--- src/rtl/branch_resolve_unit.sv ---
// EX-stage branch resolution: carries fetch-time predictions to EX, detects mispredictions,
// drives the fetch redirect, emits predictor training packets and keeps saturating counters.
module branch_resolve_unit #(
  parameter int SET_ADDR_LEN = 6,
  parameter int CNT_W        = 32
) (
  input  logic                    clk,
  input  logic                    rst,
  input  logic                    Stall,
  input  logic                    Flush,
  input  logic [31:0]             PCF,
  input  logic                    pred_hit_F,
  input  logic                    pred_taken_F,
  input  logic [31:0]             pred_tgt_F,
  input  logic [2:0]              BranchTypeE,
  input  logic                    BranchE,
  input  logic [31:0]             BranchTarget,
  input  logic                    cnt_clr,
  output logic [31:0]             PCE,
  output logic                    redirect,
  output logic [31:0]             redirect_pc,
  output logic                    upd_valid,
  output logic                    upd_alloc,
  output logic                    upd_inval,
  output logic                    upd_taken,
  output logic [31:0]             upd_pc,
  output logic [SET_ADDR_LEN-1:0] upd_set,
  output logic [31:0]             upd_target,
  output logic [CNT_W-1:0]        cnt_branch,
  output logic [CNT_W-1:0]        cnt_mispred
);

  logic [31:0]      pcD_q, pcD_d, pcE_q, pcE_d;
  logic [31:0]      tgtD_q, tgtD_d, tgtE_q, tgtE_d;
  logic             vldD_q, vldD_d, hitD_q, hitD_d, takenD_q, takenD_d;
  logic             vldE_q, vldE_d, hitE_q, hitE_d, takenE_q, takenE_d;
  logic [CNT_W-1:0] cntBranch_q, cntBranch_d, cntMispred_q, cntMispred_d;

  logic        isBranch;
  logic        predTaken;
  logic [31:0] seqPc;

  assign isBranch  = vldE_q && (BranchTypeE != 3'd0);
  assign predTaken = hitE_q && takenE_q;
  assign seqPc     = pcE_q + 32'd4;

  // Flush only bubbles the metadata; PCs keep flowing so PCE stays meaningful.
  always_comb begin
    pcD_d    = pcD_q;
    tgtD_d   = tgtD_q;
    vldD_d   = vldD_q;
    hitD_d   = hitD_q;
    takenD_d = takenD_q;
    pcE_d    = pcE_q;
    tgtE_d   = tgtE_q;
    vldE_d   = vldE_q;
    hitE_d   = hitE_q;
    takenE_d = takenE_q;
    if (!Stall) begin
      pcD_d    = PCF;
      tgtD_d   = pred_tgt_F;
      vldD_d   = 1'b1;
      hitD_d   = pred_hit_F;
      takenD_d = pred_taken_F;
      pcE_d    = pcD_q;
      tgtE_d   = tgtD_q;
      vldE_d   = vldD_q;
      hitE_d   = hitD_q;
      takenE_d = takenD_q;
      if (Flush) begin
        vldD_d   = 1'b0;
        hitD_d   = 1'b0;
        takenD_d = 1'b0;
        vldE_d   = 1'b0;
        hitE_d   = 1'b0;
        takenE_d = 1'b0;
      end
    end
  end

  // Redirect cases in priority order; the fallback target is always the sequential PC.
  always_comb begin
    redirect    = 1'b0;
    redirect_pc = seqPc;
    if (isBranch && BranchE && !predTaken) begin
      redirect    = 1'b1;
      redirect_pc = BranchTarget;
    end else if (isBranch && BranchE && predTaken && (tgtE_q != BranchTarget)) begin
      redirect    = 1'b1;
      redirect_pc = BranchTarget;
    end else if (isBranch && !BranchE && predTaken) begin
      redirect    = 1'b1;
      redirect_pc = seqPc;
    end else if (!isBranch && vldE_q && predTaken) begin
      redirect    = 1'b1;
      redirect_pc = seqPc;
    end
  end

  // Training is suppressed during Stall so each instruction trains exactly once.
  always_comb begin
    upd_valid = 1'b0;
    upd_alloc = 1'b0;
    upd_inval = 1'b0;
    upd_taken = 1'b0;
    if (!Stall) begin
      if (isBranch) begin
        upd_valid = 1'b1;
        upd_alloc = !hitE_q;
        upd_taken = BranchE;
      end else if (vldE_q && hitE_q) begin
        upd_valid = 1'b1;
        upd_inval = 1'b1;
      end
    end
  end

  assign PCE        = pcE_q;
  assign upd_pc     = pcE_q;
  assign upd_set    = pcE_q[SET_ADDR_LEN-1:0];
  assign upd_target = BranchTarget;

  // Counters saturate at all-ones; clear works even while stalled.
  always_comb begin
    cntBranch_d  = cntBranch_q;
    cntMispred_d = cntMispred_q;
    if (cnt_clr) begin
      cntBranch_d  = '0;
      cntMispred_d = '0;
    end else if (!Stall) begin
      if (isBranch && !(&cntBranch_q))
        cntBranch_d = cntBranch_q + CNT_W'(1);
      if (redirect && !(&cntMispred_q))
        cntMispred_d = cntMispred_q + CNT_W'(1);
    end
  end

  assign cnt_branch  = cntBranch_q;
  assign cnt_mispred = cntMispred_q;

  always_ff @(posedge clk) begin
    if (rst) begin
      pcD_q        <= '0;
      tgtD_q       <= '0;
      vldD_q       <= 1'b0;
      hitD_q       <= 1'b0;
      takenD_q     <= 1'b0;
      pcE_q        <= '0;
      tgtE_q       <= '0;
      vldE_q       <= 1'b0;
      hitE_q       <= 1'b0;
      takenE_q     <= 1'b0;
      cntBranch_q  <= '0;
      cntMispred_q <= '0;
    end else begin
      pcD_q        <= pcD_d;
      tgtD_q       <= tgtD_d;
      vldD_q       <= vldD_d;
      hitD_q       <= hitD_d;
      takenD_q     <= takenD_d;
      pcE_q        <= pcE_d;
      tgtE_q       <= tgtE_d;
      vldE_q       <= vldE_d;
      hitE_q       <= hitE_d;
      takenE_q     <= takenE_d;
      cntBranch_q  <= cntBranch_d;
      cntMispred_q <= cntMispred_d;
    end
  end

endmodule

--- config.mk ---
export PLATFORM = sky130hd
export DESIGN_NAME = branch_resolve_unit
export DESIGN_NICKNAME = d
export VERILOG_FILES = /design/src/rtl/branch_resolve_unit.sv
export SDC_FILE = /design/constraint.sdc
export NUM_CORES = 1
export LEC_CHECK = 0
export BUFFER_PORTS_ARGS = -buffer_cell sky130_fd_sc_hd__buf_2
export CAP_MARGIN = 20
export CORE_MARGIN = 2
export CORE_UTILIZATION = 37
export CTS_BUF_LIST = sky130_fd_sc_hd__clkbuf_8
export DETAILED_ROUTE_END_ITERATION = 10
export SLEW_MARGIN = 20
export SYNTH_ARGS = -nofsm -noshare
export SYNTH_HDL_FRONTEND = slang
export SYNTH_SLANG_ARGS = --single-unit
--- constraint.sdc ---
create_clock -name clk -period 2.3 [get_ports clk]
set_input_delay 0.23 -clock clk [delete_from_list [all_inputs] [get_ports clk]]
set_output_delay 0.23 -clock clk [all_outputs]
set_load 0.01 [all_outputs]
Yosys cells after proc, flatten, opt, wreduce, memory -nomap -nowiden. Cells that the tools add are included.

Reduce and logical (&&, ||, !) cells: 25. Multiplexer cells: 21. Eq/ne operators: 1. $add $sub $neg: 3. Bitwise gates (word level): 1.

Operators by type and width (count): 32-bit by 1-bit adder with 32-bit output (second input constant) (2); 32-bit 2-to-1 mux (2); 32-bit AND reduction (2); 32-bit by 3-bit adder with 32-bit output (second input constant) (1); 32-bit inequality test (1); 1-bit 2-to-1 mux (19); 1-bit logical AND (13); 1-bit logical NOT (6); 2-bit AND reduction (2); 3-bit nonzero test (1); 2-bit OR reduction (1); 1-bit inverter (1).

Register bits: 198. Word-level logic and storage cells: 63. Output and inout bits: 203. Bits of input ports: 107.

Longest topological paths before layout.
Depth in word-level cells: 11. Depth in mapped cells: 8. Depth with buffers taken out: 7.

Worst setup path before layout. Ideal clock, no wire load.

Path type: flip-flop to flip-flop. Start: register cntMispred_q[0] (netlist: cnt_mispred[0]). End: register cntMispred_q[25] (netlist: cnt_mispred[25]). Period minus slack after synthesis: 2.071 ns. Arrival time: 2.001 ns. Cell stages (with the launch flop): 8. Library setup time: 0.070 ns. Path slack: 0.229 ns. Buffers on the path: 1. Data required time: 2.230 ns. Cells stage by stage: dfxtp_1 > ha_1 > and4_4 > and3_1 > buf_6 > or4_1 > or3_1 > a21oi_1.

Cells in the longest elaborated chain, start to end: 4. Elaborated cells on any way between the ends: 5. Those cells by class: 1 x add/sub; 4 x reduce/logical.

RTL lines: start: declaration (RTL line 37) `logic [CNT_W-1:0] cntBranch_q, cntBranch_d, cntMispred_q, cntMispred_d;`; start signal: assignment (RTL line 167) `cntMispred_q <= cntMispred_d;`; parallel branches: the longest is 4 deep, another holds 32-bit by 1-bit adder with 32-bit output.

Parallel ways; which one is timed is not known. A chain may end at the register's enable or synchronous reset.

Worst setup path after layout.
Start: register tgtE_q[19]. End: output redirect_pc[22].

Cells in the longest elaborated chain, start to end: 4.

RTL lines: start: declaration (RTL line 34) `logic [31:0] tgtD_q, tgtD_d, tgtE_q, tgtE_d;`; start signal: assignment (RTL line 162) `tgtE_q <= tgtE_d;`; 32-bit inequality test (RTL line 88) `end else if (isBranch && BranchE && predTaken && (tgtE_q != BranchTarget)) begin`; 1-bit logical AND (RTL line 88); 32-bit 2-to-1 mux (RTL line 88); 32-bit 2-to-1 mux (RTL line 85) `if (isBranch && BranchE && !predTaken) begin`; end: declaration (RTL line 21) `output logic [31:0] redirect_pc,`.

Every way passes these cells.

==> summary.txt <==
PwrDens = 508 mW/mm^2
Initial Utilization = 37.4%
Post-Layout Inst Area = 0.0136 sq mm
GRT overflow = 0
H-tree depth = 4
Failing checks = negative setup slack
R2R Setup Slk = -0.24 ns
Residual DRC = 0
Number of synthesized flops with an enable pin = 0
Main synth FF type = dfxtp_1
Final Max Slew Viols = 0
Status = complete, but fails checks
Final setup skew = 0.0279 ns
Final hold vios = 0
Slowest CP cell = or4_4
Peak supply drop = 284 uV
Dpl cell area = 0.0120 sq mm
Fin worst setup slack = -0.416 ns
Register area share after synthesis = 39.7%
Least-Margin Pin Slew = 1.05 ns
Die X = 168 microns
Endpoint, Worst Hold = tgtD_q[24]
FF-to-FF path depth = 13
Hpwl dp = 23900 microns
Total CTS buffers = 17
Top cells by count, synth = dfxtp_1, nor2_1, mux2i_1, buf_4, nand2_1
Area contributors post-synth = dfxtp_1, mux2i_1, nor2_1
Total number of vias = 9403
IO Pins = 310
Wire per inst = 17.9 microns
Clk Latency, worst-skew pair = 0.47 ns
Cell accounting for the most synthesized area = dfxtp_1
Crit Path Max Fanout = 20
Max Cap Viol = 0
RSZ-0062 raised after global routing = true
WP data arrival = 2.49 ns
Pin count of the biggest net entering global routing = 139
Leak = 6.32 nW
Setup Viol. Count Final = 65
FMAX = 368 MHz
Worst rel slew slack = 30.0%
Total number of yosys warnings = 0
Antenna violations before repair = 1
Vias in the first global route = 8711
R2R Path End = cnt_mispred[11]
DR iter-0 viols = 563
DRT antenna net count = 0
Count of input and output buffers = 309
Synth cell types = 57
Yosys top cell area share = 39.7%
Die area = 0.0283 sq mm
Critical Path RT = 2.07 ns
Tot GR Track Use = 22.0%
DRT Pass-1 Iters = 5
CP Launch Type = flip-flop
Yosys reg bits = 198
Hold path depth = 3
TritonCTS clock tree = built
Nets = 1594
Detailed Route WL = 32900 microns
Worst Setup End Kind = primary output
Bufs on Longest Clock Path = 2
Core ar. = 0.0267 sq mm
Reg clk slew, reported paths = 0.13 ns
Share of layout cells above drive strength 1 = 35.6%
RD Place Congestion = 0.884
Syn_area_per_cell = 9.07 sq um
First-pass GRT wire length = 48600 microns
Std-Cell Rows = 60
Hold_ws = 0.0312 ns
Cell Area, Synth = 0.00998 sq mm
Syn nets = 1211
Hold WC Path Type = in -> reg
CTS Sinks = 198
Vias per inst = 5.11
Reg2reg start = tgtE_q[19]
Synth Instances = 1101
CP max stage delay = 0.57 ns
Die Ht = 168 microns
Root buf cell = clkbuf_8
Post-synth ARST share = 0%
Critical Path, Cell by Cell = xnor2_2 -> nand2_2 -> or4_4 -> nor2_4 -> a21oi_4 -> buf_12 -> mux2_2 -> buf_6
Synth-to-Final Area Change = 36.1%
Final Cycle Share = 118%
CP Class = reg -> out
Hold Crit Start = pred_tgt_F[24]
Post-layout min period = 2.72 ns
Count leader, synth = dfxtp_1
## through the flow
step	cells	setup TNS, ns	utilization (%)	power [mW]	worst slack (ns)
after global placement	1727	-3.03	45.0	4.50	-0.112
after global routing	1838	-22.60	50.8	7.19	-0.509
final	1839	-16.75	50.8	6.90	-0.416
after detailed placement	1727	-3.90	45.0	4.51	-0.142
after floorplan	1101	0	-	4.17	0.229
after CTS	1828	-14.70	49.9	6.97	-0.461
## cell usage in the layout (no fill, tap or decap), drive strengths merged, types with 4 or more instances in the layout
master / Yosys / routed
or4: 10 / 10
dlygate4sd3: 0 / 61
mux2: 31 / 31
mux2i: 138 / 138
and2: 4 / 4
nand2: 53 / 53
nand2b: 9 / 9
buf: 97 / 425
clkbuf: 28 / 21
o21ai: 13 / 13
dfxtp: 198 / 198
clkinv: 1 / 6
nor4: 18 / 18
and4: 14 / 14
nand4: 44 / 44
nor2: 184 / 184
xor2: 43 / 43
xnor2: 45 / 45
o31ai: 4 / 4
inv: 7 / 16
or3: 29 / 29
nor3: 8 / 8
and3: 19 / 19
nand3: 44 / 44
a21oi: 20 / 20
## logic make-up (layout without fill, tap and decap cells)
kind of cell / after synthesis / after routing / share of synthesized area (%)
other: 0 / 1 / 0
AND/OR/NAND/NOR: 451 / 451 / 23.3
XOR/XNOR: 88 / 88 / 7.72
flip-flops: 198 / 198 / 39.7
buffers and inverters: 133 / 529 / 7.88
adder cells (fa/ha/maj): 3 / 3 / 0.376
AO/OA/AOI/OAI: 59 / 59 / 3.71
multiplexers: 169 / 169 / 17.3
## critical path: cells and delay by family (launching register included)
kind / cells / cell delay, ns
flip-flops: 1 / 0.36
XOR/XNOR: 1 / 0.18
AND/OR/NAND/NOR: 3 / 0.78
buffers and inverters: 2 / 0.29
multiplexers: 1 / 0.29
AO/OA/AOI/OAI: 1 / 0.09
## cell type report
class,count,area [sq um]
timing repair buffer,489,3380
clock buffer,18,248
multi-input combinational,770,5360
clock inverter,14,160
antenna,1,2.50
fill,2555,13100
tap,341,427
inverter,8,30.0
sequential,198,3980
## power breakdown
part	internal [mW]	switching, mW	total (mW)
sequential	3.54	0.0721	3.61
combinational	0.492	0.485	0.977
clock	0.860	1.45	2.31
total	4.89	2.01	6.90
## registers in the layout, summed over array words and instances (netlist names), 32 cells and up
signal,flops
pcD_q,32
tgtD_q,32
cnt_mispred,32
PCE,32
tgtE_q,32
cnt_branch,32
## worst max-delay path by stage
stage,cells after the start,startpoint,slack [ns],endpoint
global placement,9,BranchTarget[19],-0.11,redirect_pc[9]
CTS,8,tgtE_q[19],-0.46,redirect_pc[17]
floorplan,7,cnt_mispred[0],0.23,cnt_mispred[25]
detailed placement,9,BranchTarget[19],-0.14,redirect_pc[9]
global route,8,tgtE_q[19],-0.51,redirect_pc[23]
finish,8,tgtE_q[19],-0.42,redirect_pc[22]
## timing repair
action,in CTS,in global routing
buffers inserted,8,6
endpoints found under the setup margin,38,46
pin swaps,9,12
hold endpoints to repair,61,0
resized for setup,44,28
gates cloned,0,5
hold buffers,61,0
## routing by layer
metal / GRT usage [%] / vias to the layer above / routed length [microns]
met2: 37.1 / 350 / 15600
met4: 7.83 / 0 / 829
met3: 4.82 / 30 / 2300
met1: 27.7 / 4465 / 14200
li1: - / 4558 / -
met5: 0 / - / 0
Power figures use the tool's default switching activity.
